## src/rtl/pc_seq_pkg.sv

```systemverilog
// Shared definitions for the program-counter sequencer: the redirect-kind
// enum, default parameter values and the next-pc priority decode.
package pc_seq_pkg;

   localparam int          DEFAULT_XLEN       = 32;
   localparam logic [31:0] DEFAULT_RESET_PC   = 32'h3000;
   localparam int          DEFAULT_INSN_BYTES = 4;
   localparam int          DEFAULT_RAS_DEPTH  = 4;

   // Which source feeds the pc register on the next non-stalled edge.
   typedef enum logic [2:0] {
      SEQ,
      BR,
      JMP,
      CALL,
      RET
   } redirect_kind_e;

   // Priority decode: ret > call > jmp > br_taken > sequential.
   // A ret against an empty stack falls back to the sequential path.
   function automatic redirect_kind_e select_kind(
      input logic ret,
      input logic call,
      input logic jmp,
      input logic br_taken,
      input logic stack_empty
   );
      redirect_kind_e kind;
      if (ret) begin
         kind = stack_empty ? SEQ : RET;
      end else if (call) begin
         kind = CALL;
      end else if (jmp) begin
         kind = JMP;
      end else if (br_taken) begin
         kind = BR;
      end else begin
         kind = SEQ;
      end
      return kind;
   endfunction

endpackage

```

## src/rtl/pc_sequencer_if.sv

```systemverilog
// Request/status bundle between the fetch controller (master) and the
// pc sequencer (slave).
interface pc_sequencer_if #(
   parameter int XLEN      = 32,
   parameter int RAS_DEPTH = 4
);

   localparam int CNT_W = $clog2(RAS_DEPTH + 1);

   logic             stall;
   logic             br_taken;
   logic [XLEN-1:0]  br_offset;
   logic             jmp;
   logic             call;
   logic             ret;
   logic [XLEN-1:0]  jmp_target;

   logic [XLEN-1:0]  pc;
   logic             pc_valid;
   logic [CNT_W-1:0] ras_count;
   logic             ras_overflow;
   logic             ras_underflow;
   logic             misaligned;

   modport master (
      output stall, br_taken, br_offset, jmp, call, ret, jmp_target,
      input  pc, pc_valid, ras_count, ras_overflow, ras_underflow, misaligned
   );

   modport slave (
      input  stall, br_taken, br_offset, jmp, call, ret, jmp_target,
      output pc, pc_valid, ras_count, ras_overflow, ras_underflow, misaligned
   );

endinterface

```

## src/rtl/pc_sequencer_ras_stack.sv

```systemverilog
// Circular return-address stack. A push onto a full stack overwrites the
// oldest entry; a pop from an empty stack leaves everything untouched.
// Both conditions raise a registered one-cycle flag.
module ras_stack #(
   parameter int XLEN  = 32,
   parameter int DEPTH = 4
) (
   input  logic                       clk,
   input  logic                       rst,
   input  logic                       push,
   input  logic                       pop,
   input  logic [XLEN-1:0]            push_data,
   output logic [XLEN-1:0]            top,
   output logic [$clog2(DEPTH+1)-1:0] count,
   output logic                       empty,
   output logic                       overflow,
   output logic                       underflow
);

   localparam int PTR_W = (DEPTH > 1) ? $clog2(DEPTH) : 1;
   localparam int CNT_W = $clog2(DEPTH + 1);
   localparam logic [PTR_W-1:0] LAST_PTR = PTR_W'(DEPTH - 1);
   localparam logic [CNT_W-1:0] FULL_CNT = CNT_W'(DEPTH);

   logic [XLEN-1:0]  mem [DEPTH];
   logic [PTR_W-1:0] wr_ptr_reg;
   logic [PTR_W-1:0] rd_ptr;
   logic [PTR_W-1:0] wr_ptr_inc;
   logic [CNT_W-1:0] count_reg;
   logic             overflow_reg;
   logic             underflow_reg;
   logic             full;
   logic             do_push;

   // Pop wins if both are requested; the top level never asks for both.
   assign do_push    = push && !pop;
   assign full       = (count_reg == FULL_CNT);
   assign empty      = (count_reg == '0);
   assign rd_ptr     = (wr_ptr_reg == '0) ? LAST_PTR : wr_ptr_reg - PTR_W'(1);
   assign wr_ptr_inc = (wr_ptr_reg == LAST_PTR) ? '0 : wr_ptr_reg + PTR_W'(1);

   assign top       = mem[rd_ptr];
   assign count     = count_reg;
   assign overflow  = overflow_reg;
   assign underflow = underflow_reg;

   // Entry storage: written on push, never cleared (reset only drops pointers).
   always_ff @(posedge clk) begin
      if (do_push) begin
         mem[wr_ptr_reg] <= push_data;
      end
   end

   // Pointer, occupancy and event-flag bookkeeping.
   always_ff @(posedge clk or posedge rst) begin
      if (rst) begin
         wr_ptr_reg    <= '0;
         count_reg     <= '0;
         overflow_reg  <= 1'b0;
         underflow_reg <= 1'b0;
      end else if (do_push) begin
         wr_ptr_reg    <= wr_ptr_inc;
         count_reg     <= full ? count_reg : count_reg + CNT_W'(1);
         overflow_reg  <= full;
         underflow_reg <= 1'b0;
      end else if (pop) begin
         if (!empty) begin
            wr_ptr_reg <= rd_ptr;
            count_reg  <= count_reg - CNT_W'(1);
         end
         overflow_reg  <= 1'b0;
         underflow_reg <= empty;
      end else begin
         overflow_reg  <= 1'b0;
         underflow_reg <= 1'b0;
      end
   end

endmodule

```

## src/rtl/pc_sequencer.sv

```systemverilog
// Program-counter sequencer: a single priority mux chooses among
// sequential, branch, jump, call and return targets and feeds one pc
// register. Calls and returns go through a circular return-address stack.
module pc_sequencer
   import pc_seq_pkg::*;
#(
   parameter int              XLEN       = DEFAULT_XLEN,
   parameter logic [XLEN-1:0] RESET_PC   = DEFAULT_RESET_PC,
   parameter int              INSN_BYTES = DEFAULT_INSN_BYTES,
   parameter int              RAS_DEPTH  = DEFAULT_RAS_DEPTH
) (
   input logic             clk,
   input logic             rst,
   pc_sequencer_if.slave   bus
);

   localparam int              CNT_W      = $clog2(RAS_DEPTH + 1);
   localparam logic [XLEN-1:0] STEP       = XLEN'(INSN_BYTES);
   localparam logic [XLEN-1:0] ALIGN_MASK = XLEN'(INSN_BYTES - 1);

   logic [XLEN-1:0]  pc_reg;
   logic [XLEN-1:0]  pc_next;
   logic             pc_valid_reg;
   logic [XLEN-1:0]  seq_pc;
   logic [XLEN-1:0]  br_pc;
   logic [XLEN-1:0]  ras_top;
   logic [CNT_W-1:0] ras_count;
   logic             ras_empty;
   logic             ras_overflow;
   logic             ras_underflow;
   logic             push;
   logic             pop;
   redirect_kind_e   kind;

   // Address arithmetic wraps modulo 2^XLEN by construction.
   assign seq_pc = pc_reg + STEP;
   assign br_pc  = pc_reg + bus.br_offset;

   assign kind = select_kind(bus.ret, bus.call, bus.jmp, bus.br_taken, ras_empty);

   // Stack side effects only for the winning request, and never while stalled.
   // Any ret reaches the stack so that an empty-stack ret can flag underflow.
   assign push = !bus.stall && (kind == CALL);
   assign pop  = !bus.stall && bus.ret;

   // Next-pc priority mux.
   always_comb begin
      pc_next = seq_pc;
      case (kind)
         RET:     pc_next = ras_top;
         CALL:    pc_next = bus.jmp_target;
         JMP:     pc_next = bus.jmp_target;
         BR:      pc_next = br_pc;
         default: pc_next = seq_pc;
      endcase
   end

   // pc register; reset parks one step before RESET_PC so the first
   // sequential advance lands on the first real fetch.
   always_ff @(posedge clk or posedge rst) begin
      if (rst) begin
         pc_reg       <= RESET_PC - STEP;
         pc_valid_reg <= 1'b0;
      end else if (!bus.stall) begin
         pc_reg       <= pc_next;
         pc_valid_reg <= 1'b1;
      end
   end

   ras_stack #(
      .XLEN  (XLEN),
      .DEPTH (RAS_DEPTH)
   ) u_ras (
      .clk       (clk),
      .rst       (rst),
      .push      (push),
      .pop       (pop),
      .push_data (seq_pc),
      .top       (ras_top),
      .count     (ras_count),
      .empty     (ras_empty),
      .overflow  (ras_overflow),
      .underflow (ras_underflow)
   );

   assign bus.pc            = pc_reg;
   assign bus.pc_valid      = pc_valid_reg;
   assign bus.ras_count     = ras_count;
   assign bus.ras_overflow  = ras_overflow;
   assign bus.ras_underflow = ras_underflow;
   assign bus.misaligned    = |(pc_reg & ALIGN_MASK);

endmodule

```

## src/flat_wrapper.sv

```systemverilog
// flat-port wrapper written by rule: the top's interface ports become plain ports
module pc_sequencer_flat import pc_seq_pkg::*;
#(
   parameter int              XLEN       = DEFAULT_XLEN,
   parameter logic [XLEN-1:0] RESET_PC   = DEFAULT_RESET_PC,
   parameter int              INSN_BYTES = DEFAULT_INSN_BYTES,
   parameter int              RAS_DEPTH  = DEFAULT_RAS_DEPTH
)
  (clk, rst, bus_stall, bus_br_taken, bus_br_offset, bus_jmp, bus_call, bus_ret, bus_jmp_target, bus_pc, bus_pc_valid, bus_ras_count, bus_ras_overflow, bus_ras_underflow, bus_misaligned);
  pc_sequencer_if #(.XLEN(XLEN), .RAS_DEPTH(RAS_DEPTH)) bus_i ();
  input logic clk;
  input logic rst;
  input wire logic [$bits(bus_i.stall)-1:0] bus_stall;
  input wire logic [$bits(bus_i.br_taken)-1:0] bus_br_taken;
  input wire logic [$bits(bus_i.br_offset)-1:0] bus_br_offset;
  input wire logic [$bits(bus_i.jmp)-1:0] bus_jmp;
  input wire logic [$bits(bus_i.call)-1:0] bus_call;
  input wire logic [$bits(bus_i.ret)-1:0] bus_ret;
  input wire logic [$bits(bus_i.jmp_target)-1:0] bus_jmp_target;
  output wire logic [$bits(bus_i.pc)-1:0] bus_pc;
  output wire logic [$bits(bus_i.pc_valid)-1:0] bus_pc_valid;
  output wire logic [$bits(bus_i.ras_count)-1:0] bus_ras_count;
  output wire logic [$bits(bus_i.ras_overflow)-1:0] bus_ras_overflow;
  output wire logic [$bits(bus_i.ras_underflow)-1:0] bus_ras_underflow;
  output wire logic [$bits(bus_i.misaligned)-1:0] bus_misaligned;
  assign bus_i.stall = bus_stall;
  assign bus_i.br_taken = bus_br_taken;
  assign bus_i.br_offset = bus_br_offset;
  assign bus_i.jmp = bus_jmp;
  assign bus_i.call = bus_call;
  assign bus_i.ret = bus_ret;
  assign bus_i.jmp_target = bus_jmp_target;
  assign bus_pc = bus_i.pc;
  assign bus_pc_valid = bus_i.pc_valid;
  assign bus_ras_count = bus_i.ras_count;
  assign bus_ras_overflow = bus_i.ras_overflow;
  assign bus_ras_underflow = bus_i.ras_underflow;
  assign bus_misaligned = bus_i.misaligned;
  pc_sequencer #(.XLEN(XLEN), .RESET_PC(RESET_PC), .INSN_BYTES(INSN_BYTES), .RAS_DEPTH(RAS_DEPTH)) u_core (.clk(clk), .rst(rst), .bus(bus_i));
endmodule
```

## config.mk

```make
export PLATFORM = sky130hd
export DESIGN_NAME = pc_sequencer_flat
export DESIGN_NICKNAME = d
export VERILOG_FILES = /design/src/rtl/pc_seq_pkg.sv /design/src/rtl/pc_sequencer_if.sv /design/src/rtl/pc_sequencer_ras_stack.sv /design/src/rtl/pc_sequencer.sv /design/src/flat_wrapper.sv
export SDC_FILE = /design/constraint.sdc
export NUM_CORES = 1
export LEC_CHECK = 0
export ABC_AREA = 1
export BUFFER_PORTS_ARGS = -buffer_cell sky130_fd_sc_hd__buf_2
export CORE_ASPECT_RATIO = 0.8
export CORE_UTILIZATION = 60
export CTS_CLUSTER_DIAMETER = 60
export DETAILED_ROUTE_END_ITERATION = 8
export HOLD_SLACK_MARGIN = 0.08
export MAX_ROUTING_LAYER = met4
export PLACE_DENSITY = 0.83
export SYNTH_ARGS = -nofsm -noshare
export SYNTH_HDL_FRONTEND = slang
export SYNTH_SLANG_ARGS = --single-unit
```

## constraint.sdc

```tcl
create_clock -name clk -period 2.8 [get_ports clk]
set_input_delay 0.28 -clock clk [delete_from_list [all_inputs] [get_ports clk]]
set_output_delay 0.28 -clock clk [all_outputs]
set_load 0.01 [all_outputs]
```

==> impl_metrics.env, run 1 <==
export IMPL_ys_ff_latch=168
export IMPL_drt_iter0_drc=1446
export IMPL_io_pins=110
export IMPL_finalCritPeriodShare=0.903
export IMPL_p_int_mw=6.71
export IMPL_cts_sinks=168
export IMPL_grt_start_max_net_pins=66
export IMPL_synth_cell_types=44
export IMPL_finalSetupViolations=0
export IMPL_routed_wl_mm=31.6
export IMPL_peakVddDrop_v=0.000612
export IMPL_n_fill_cell=1390
export IMPL_hp_class="input port to register"
export IMPL_timing_fmax_mhz=396
export IMPL_synth_async_reset_ratio=0.238
export IMPL_crit_family="simple AND/OR/NAND/NOR gates"
export IMPL_p_total_mw=12.4
export IMPL_arrival_ps=2880
export IMPL_grt_first_pass_wirelength_mm=48.6
export IMPL_synth_yosys_seq_area_share=0.459
export IMPL_skew_ps=11.5
export IMPL_p_sw_mw=5.74
export IMPL_cap_violations=0
export IMPL_placementRows=43
export IMPL_place_gp_congestion=1.01
export IMPL_path_cells="ha_1, inv_1, fa_1, inv_1, nand2_1, nand3_1, nand2_1, nand2_1, or2_2, nand3_1, nand2_1, inv_1, o21ai_0"
export IMPL_swShare=0.461
export IMPL_antenna_cells=0
export IMPL_area_delta_synth_final_pct=14.6
export IMPL_grt_usage=0.374
export IMPL_yosys_most_used_dff="edfxtp_1"
export IMPL_clk_pin_slew_ps=70
export IMPL_cp_slowest_cell="dfrtp_1"
export IMPL_powerDensity_nw_per_um2=1030
export IMPL_timing_critical_path_buf_inv=3
export IMPL_via_per_inst=5.66
export IMPL_clockBufferDepth=2
export IMPL_synth_edf_count=128
export IMPL_synth_warnings=0
export IMPL_htreeDepth=4
export IMPL_yosys_top_cells_area="edfxtp_1, nand2_1, dfrtp_1"
export IMPL_p_leak_nw=5.89
export IMPL_endpoint_kind="register"
export IMPL_io_buffers=109
export IMPL_ant_nets=0
export IMPL_synth_cells=1409
export IMPL_pwr_share_seq=0.310
export IMPL_startpoint_type="register"
export IMPL_cp_common_cell="nand2_1"
export IMPL_synth_top_area_frac=0.363
export IMPL_status="finished clean"
export IMPL_drcViolationCount=0
export IMPL_fin_nets=1631
export IMPL_cts_tree="yes"
export IMPL_clk_insertion_delay_late_ps=430
export IMPL_wl_per_cell_um=18.0
export IMPL_gr_total_overflow=0
export IMPL_slew_viol_final=0
export IMPL_rsz0062_at_grt="no"
export IMPL_cts_root_buffer="clkbuf_16"
export IMPL_dp_hpwl_mm=22.9
export IMPL_whs_ps=169
export IMPL_syn_area_um2=10600
export IMPL_core_region_area_um2=17300
export IMPL_p_clk_frac=0.190
export IMPL_yosysMostFrequentCell="nand2_1"
export IMPL_dieArea_um2=18200
export IMPL_hold_violations=0
export IMPL_slowest_delay_ps=460
export IMPL_yosys_area_top_type="edfxtp_1"
export IMPL_vias=9965
export IMPL_finalSetupTns_ps=0
export IMPL_first_pass_iters=6
export IMPL_die_w_um=151
export IMPL_antenna_found_initial=0
export IMPL_synth_avg_cell_area_um2=7.52
export IMPL_largest_reg_flops=128
export IMPL_drive_above_1_share=0.137
export IMPL_crit_required_ps=3150
export IMPL_max_slew_worst_pin_slew_ps=846
export IMPL_grt_pass1_vias=8880
export IMPL_period_minus_slack_ps=2530
export IMPL_crit_path_max_fanout=8
export IMPL_start_util=0.611
export IMPL_slew_headroom=0.435
export IMPL_critical_path_class="register to register"
export IMPL_cts_buffers=17
export IMPL_synth_fp_nets=1518
export IMPL_die_y_um=121
export IMPL_yosys_top_cells_count="nand2_1, inv_1, edfxtp_1"
export IMPL_pwr_share_comb=0.500
cell usage in the layout, fill, tap and decap left out, drive strengths merged, types with 6 or more instances in the layout:
cell      n
or2      11
nor3     19
ha       36
dfstp    11
dfrtp    29
buf     134
o21ai    43
edfxtp  128
nor2     90
clkbuf   20
inv     195
a31oi    20
nand2   569
clkinv    6
xnor2    11
nand3   100
a21oi    52
xor2     17
nand4    10
cell families after synthesis:
logic type	synth area share
AO/OA/AOI/OAI	0.0724
XOR/XNOR	0.0239
adder cells (fa/ha/maj)	0.0463
buffers and inverters	0.0845
flip-flops	0.459
multiplexers	0.00106
AND/OR/NAND/NOR	0.313
power by group through the flow:
stage	Combinational (mW)	Sequential (mW)	Clock, mW
finish	6.23	3.86	2.36
CTS	6.10	3.84	2.36
global route	6.89	3.89	2.48
floorplan	4.00	3.86	0
global placement	5.90	3.87	0
detailed placement	6.04	3.89	0
worst paths after layout:
kind	from	to	slack (ps)	cells after the start
max	u_core.bus.pc[0]	u_core.bus.pc[10]	270	13
min	bus_ret	u_core.u_ras.underflow	170	3
max reg2reg	u_core.bus.pc[0]	u_core.bus.pc[10]	270	13
min reg2reg	u_core.bus.pc_valid	u_core.bus.pc_valid	490	1
max in group asynchronous	rst	u_core.bus.pc[13]	1760	4
min in group asynchronous	rst	u_core.bus.pc_valid	380	3
per-layer routing:
layer | up-vias | global-route usage | share of wire | wire (um)
li1 | 4758 | - | - | -
met1 | 4531 | 0.528 | 0.41 | 12900
met2 | 625 | 0.541 | 0.44 | 13800
met3 | 51 | 0.0909 | 0.13 | 4200
met4 | 0 | 0.0966 | 0.021 | 659
met5 | - | - | 0 | 0
metrics by stage:
stage	std cells	utilization	area, um2	setup slack, ps
after floorplan	1409	-	10600	38.4
after global placement	1727	0.666	11500	492
after detailed placement	1727	0.666	11500	369
after CTS	1760	0.701	12100	332
after global routing	1760	0.701	12100	137
final	1760	0.701	12100	272
layout make-up:
class	count	area, um2	area share
Sequential cell	168	4860	0.400
Inverter	190	713	0.0587
Clock buffer	20	500	0.0412
Timing Repair Buffer	135	831	0.0684
Clock inverter	12	98.8	0.00814
Multi-Input combinational cell	1010	4860	0.400
Tap cell	225	282	0.0232
timing repair:
action,CTS,global route
resized for setup,0,0
hold endpoints to repair,10,0
hold buffers,1,0
buffers inserted,0,0
tightest hold or removal path, stage by stage:
cell	delay, ps
buf_2	110
inv_1	100
nor3_1	60
(Power assumes the default switching activity.)
==> run 2: changes to the inputs <==
- REMOVE_ABC_BUFFERS: default -> 1
==> impl_metrics.env, run 2 (synthesized netlist as in run 1, its figures left out) <==
export IMPL_status="finished clean"
export IMPL_cts_resized=0
export IMPL_dpl_cell_count=1735
export IMPL_clk_pin_slew_ps=80
export IMPL_cts_root_buffer="clkbuf_16"
export IMPL_drive_above_1_share=0.142
export IMPL_cts_sinks=168
export IMPL_ant_nets=0
export IMPL_startpoint_type="register"
export IMPL_max_slew_worst_pin_slew_ps=1030
export IMPL_htreeDepth=4
export IMPL_crit_path_max_fanout=8
export IMPL_rsz0062_at_grt="no"
export IMPL_p_leak_nw=5.90
export IMPL_fin_nets=1638
export IMPL_grt_start_max_net_pins=40
export IMPL_vias=10270
export IMPL_drt_iter0_drc=1334
export IMPL_powerDensity_nw_per_um2=1030
export IMPL_endpoint_kind="register"
export IMPL_antenna_found_initial=1
export IMPL_grt_first_pass_wirelength_mm=52.3
export IMPL_swShare=0.477
export IMPL_slew_viol_final=0
export IMPL_post_cts_buffers=0
export IMPL_final_core_util=0.700
export IMPL_multi_input_area_um2=4880
export IMPL_cts_tree="yes"
export IMPL_place_gp_congestion=1.03
export IMPL_fin_ws_ps=221
export IMPL_mostFrequentLayoutCells="nand2_1, inv_1, edfxtp_1"
export IMPL_hp_class="input port to asynchronous set/reset pin"
export IMPL_critPathLaunch="u_core.bus.pc[0]"
export IMPL_peakVddDrop_v=0.000566
export IMPL_dp_hpwl_mm=24.9
export IMPL_regArea_um2=4860
export IMPL_placementRows=43
export IMPL_dieArea_um2=18200
export IMPL_finalSetupViolations=0
export IMPL_period_minus_slack_ps=2580
export IMPL_grt_pass1_vias=9362
export IMPL_core_region_area_um2=17300
export IMPL_timing_critical_path_buf_inv=2
export IMPL_gr_total_overflow=0
export IMPL_arrival_ps=2910
export IMPL_r2r_slack_ps=220
export IMPL_largest_reg_flops=128
export IMPL_io_pins=110
export IMPL_fin_cells=1768
export IMPL_cts_buffers=17
export IMPL_io_buffers=109
export IMPL_timing_fmax_mhz=388
export IMPL_r2r_end="u_core.bus.pc[24]"
export IMPL_r2r_cells=15
export IMPL_routed_wl_mm=34.3
export IMPL_slew_headroom=0.314
export IMPL_slowest_delay_ps=480
export IMPL_critical_path_class="register to register"
export IMPL_die_y_um=121
export IMPL_crit_family="simple AND/OR/NAND/NOR gates"
export IMPL_via_per_inst=5.81
export IMPL_p_int_mw=6.54
export IMPL_postCtsHoldBufs=0
export IMPL_path_cells="ha_1, inv_1, fa_1, inv_1, nand3_1, nand3_1, nand2_1, nand2_1, nand2_1, nand3_1, nand2_1, nand3_1, nand2_1, nand2_1, nand2_1"
export IMPL_start_util=0.611
export IMPL_drcViolationCount=0
export IMPL_p_clk_frac=0.188
export IMPL_clockBufferDepth=2
export IMPL_pwr_share_comb=0.500
export IMPL_cap_violations=0
export IMPL_die_w_um=151
export IMPL_cp_slowest_cell="dfrtp_1"
export IMPL_hold_violations=0
export IMPL_crit_required_ps=3130
export IMPL_p_total_mw=12.5
export IMPL_skew_ps=17.4
export IMPL_worstReg2RegStart="u_core.bus.pc[0]"
export IMPL_post_place_ws_ps=326
export IMPL_finalCritPeriodShare=0.921
export IMPL_p_sw_mw=5.98
export IMPL_area_delta_synth_final_pct=14.6
export IMPL_wl_per_cell_um=19.4
export IMPL_pwr_share_seq=0.312
export IMPL_cp_common_cell="nand2_1"
export IMPL_final_common_cell="nand2_1"
export IMPL_first_pass_iters=7
export IMPL_clk_insertion_delay_late_ps=430
export IMPL_n_fill_cell=1441
export IMPL_grt_usage=0.404
run 2: cell count changes in the layout (fill, tap and decap cells not counted):
| cell | change |
|---|---|
| diode_2 | +1 |
| clkinv_8 | +4 |
| clkinv_2 | -1 |
| clkinv_4 | +1 |
| clkbuf_16 | -3 |
| buf_4 | +14 |
| clkinvlp_4 | -1 |
| nor2_4 | +4 |
| inv_6 | -4 |
| nor2_2 | -4 |
| dlygate4sd3_1 | -1 |
| buf_12 | -6 |
| inv_8 | +4 |
run 2: routing by layer:
metal  GRT usage  up-vias  share of wire
li1            -     4758              -
met1       0.562     4708           0.40
met2       0.582      708           0.44
met3      0.0657       96           0.12
met4       0.177        0          0.038
met5           -        -              0
run 2: worst max-delay path by stage:
stage	end	cells past startpoint	slack, ps
5_1_grt	u_core.bus.pc[16]	15	100
2_1_floorplan	u_core.bus.pc[2]	9	-540
4_1_cts	u_core.bus.pc[24]	15	300
6_report	u_core.bus.pc[24]	15	220
3_3_place_gp	u_core.bus.pc[16]	15	370
3_5_place_dp	u_core.bus.pc[24]	15	330
run 2: worst reg2reg max path, stage by stage, from the launching register on:
cell and delay (ps):
dfrtp_1 480, ha_1 260, inv_1 70, fa_1 410, inv_1 120, nand3_1 80, nand3_1 210, nand2_1 80
nand2_1 170, nand2_1 140, nand3_1 120, nand2_1 60, nand3_1 100, nand2_1 60, nand2_1 70, nand2_1 50
run 2: stage by stage:
step,instance area [um2],TNS [ps],hold WS [ps]
2_1_floorplan,10400,-13620,353
3_3_place_gp,11500,0,446
3_5_place_dp,11500,0,478
4_1_cts,12100,0,109
5_1_grt,12100,0,138
6_report,12100,0,79.6
run 2: area by class of cell:
type	instances	share of cell area
antenna	1	0.000206
clock buffer	17	0.0351
clock inverter	15	0.0140
inverter	190	0.0588
multi-input combinational	1010	0.402
sequential	168	0.400
tap	225	0.0232
timing repair buffer	142	0.0664
run 2: power groups by stage:
stage                     logic [mW]  registers [mW]  clock network [mW]
after floorplan                 3.88            3.87                   0
after detailed placement        6.04            3.93                   0
final                           6.27            3.91                2.35
after global routing            6.89            3.94                2.45
after global placement          5.93            3.91                   0
after CTS                       6.11            3.89                2.34
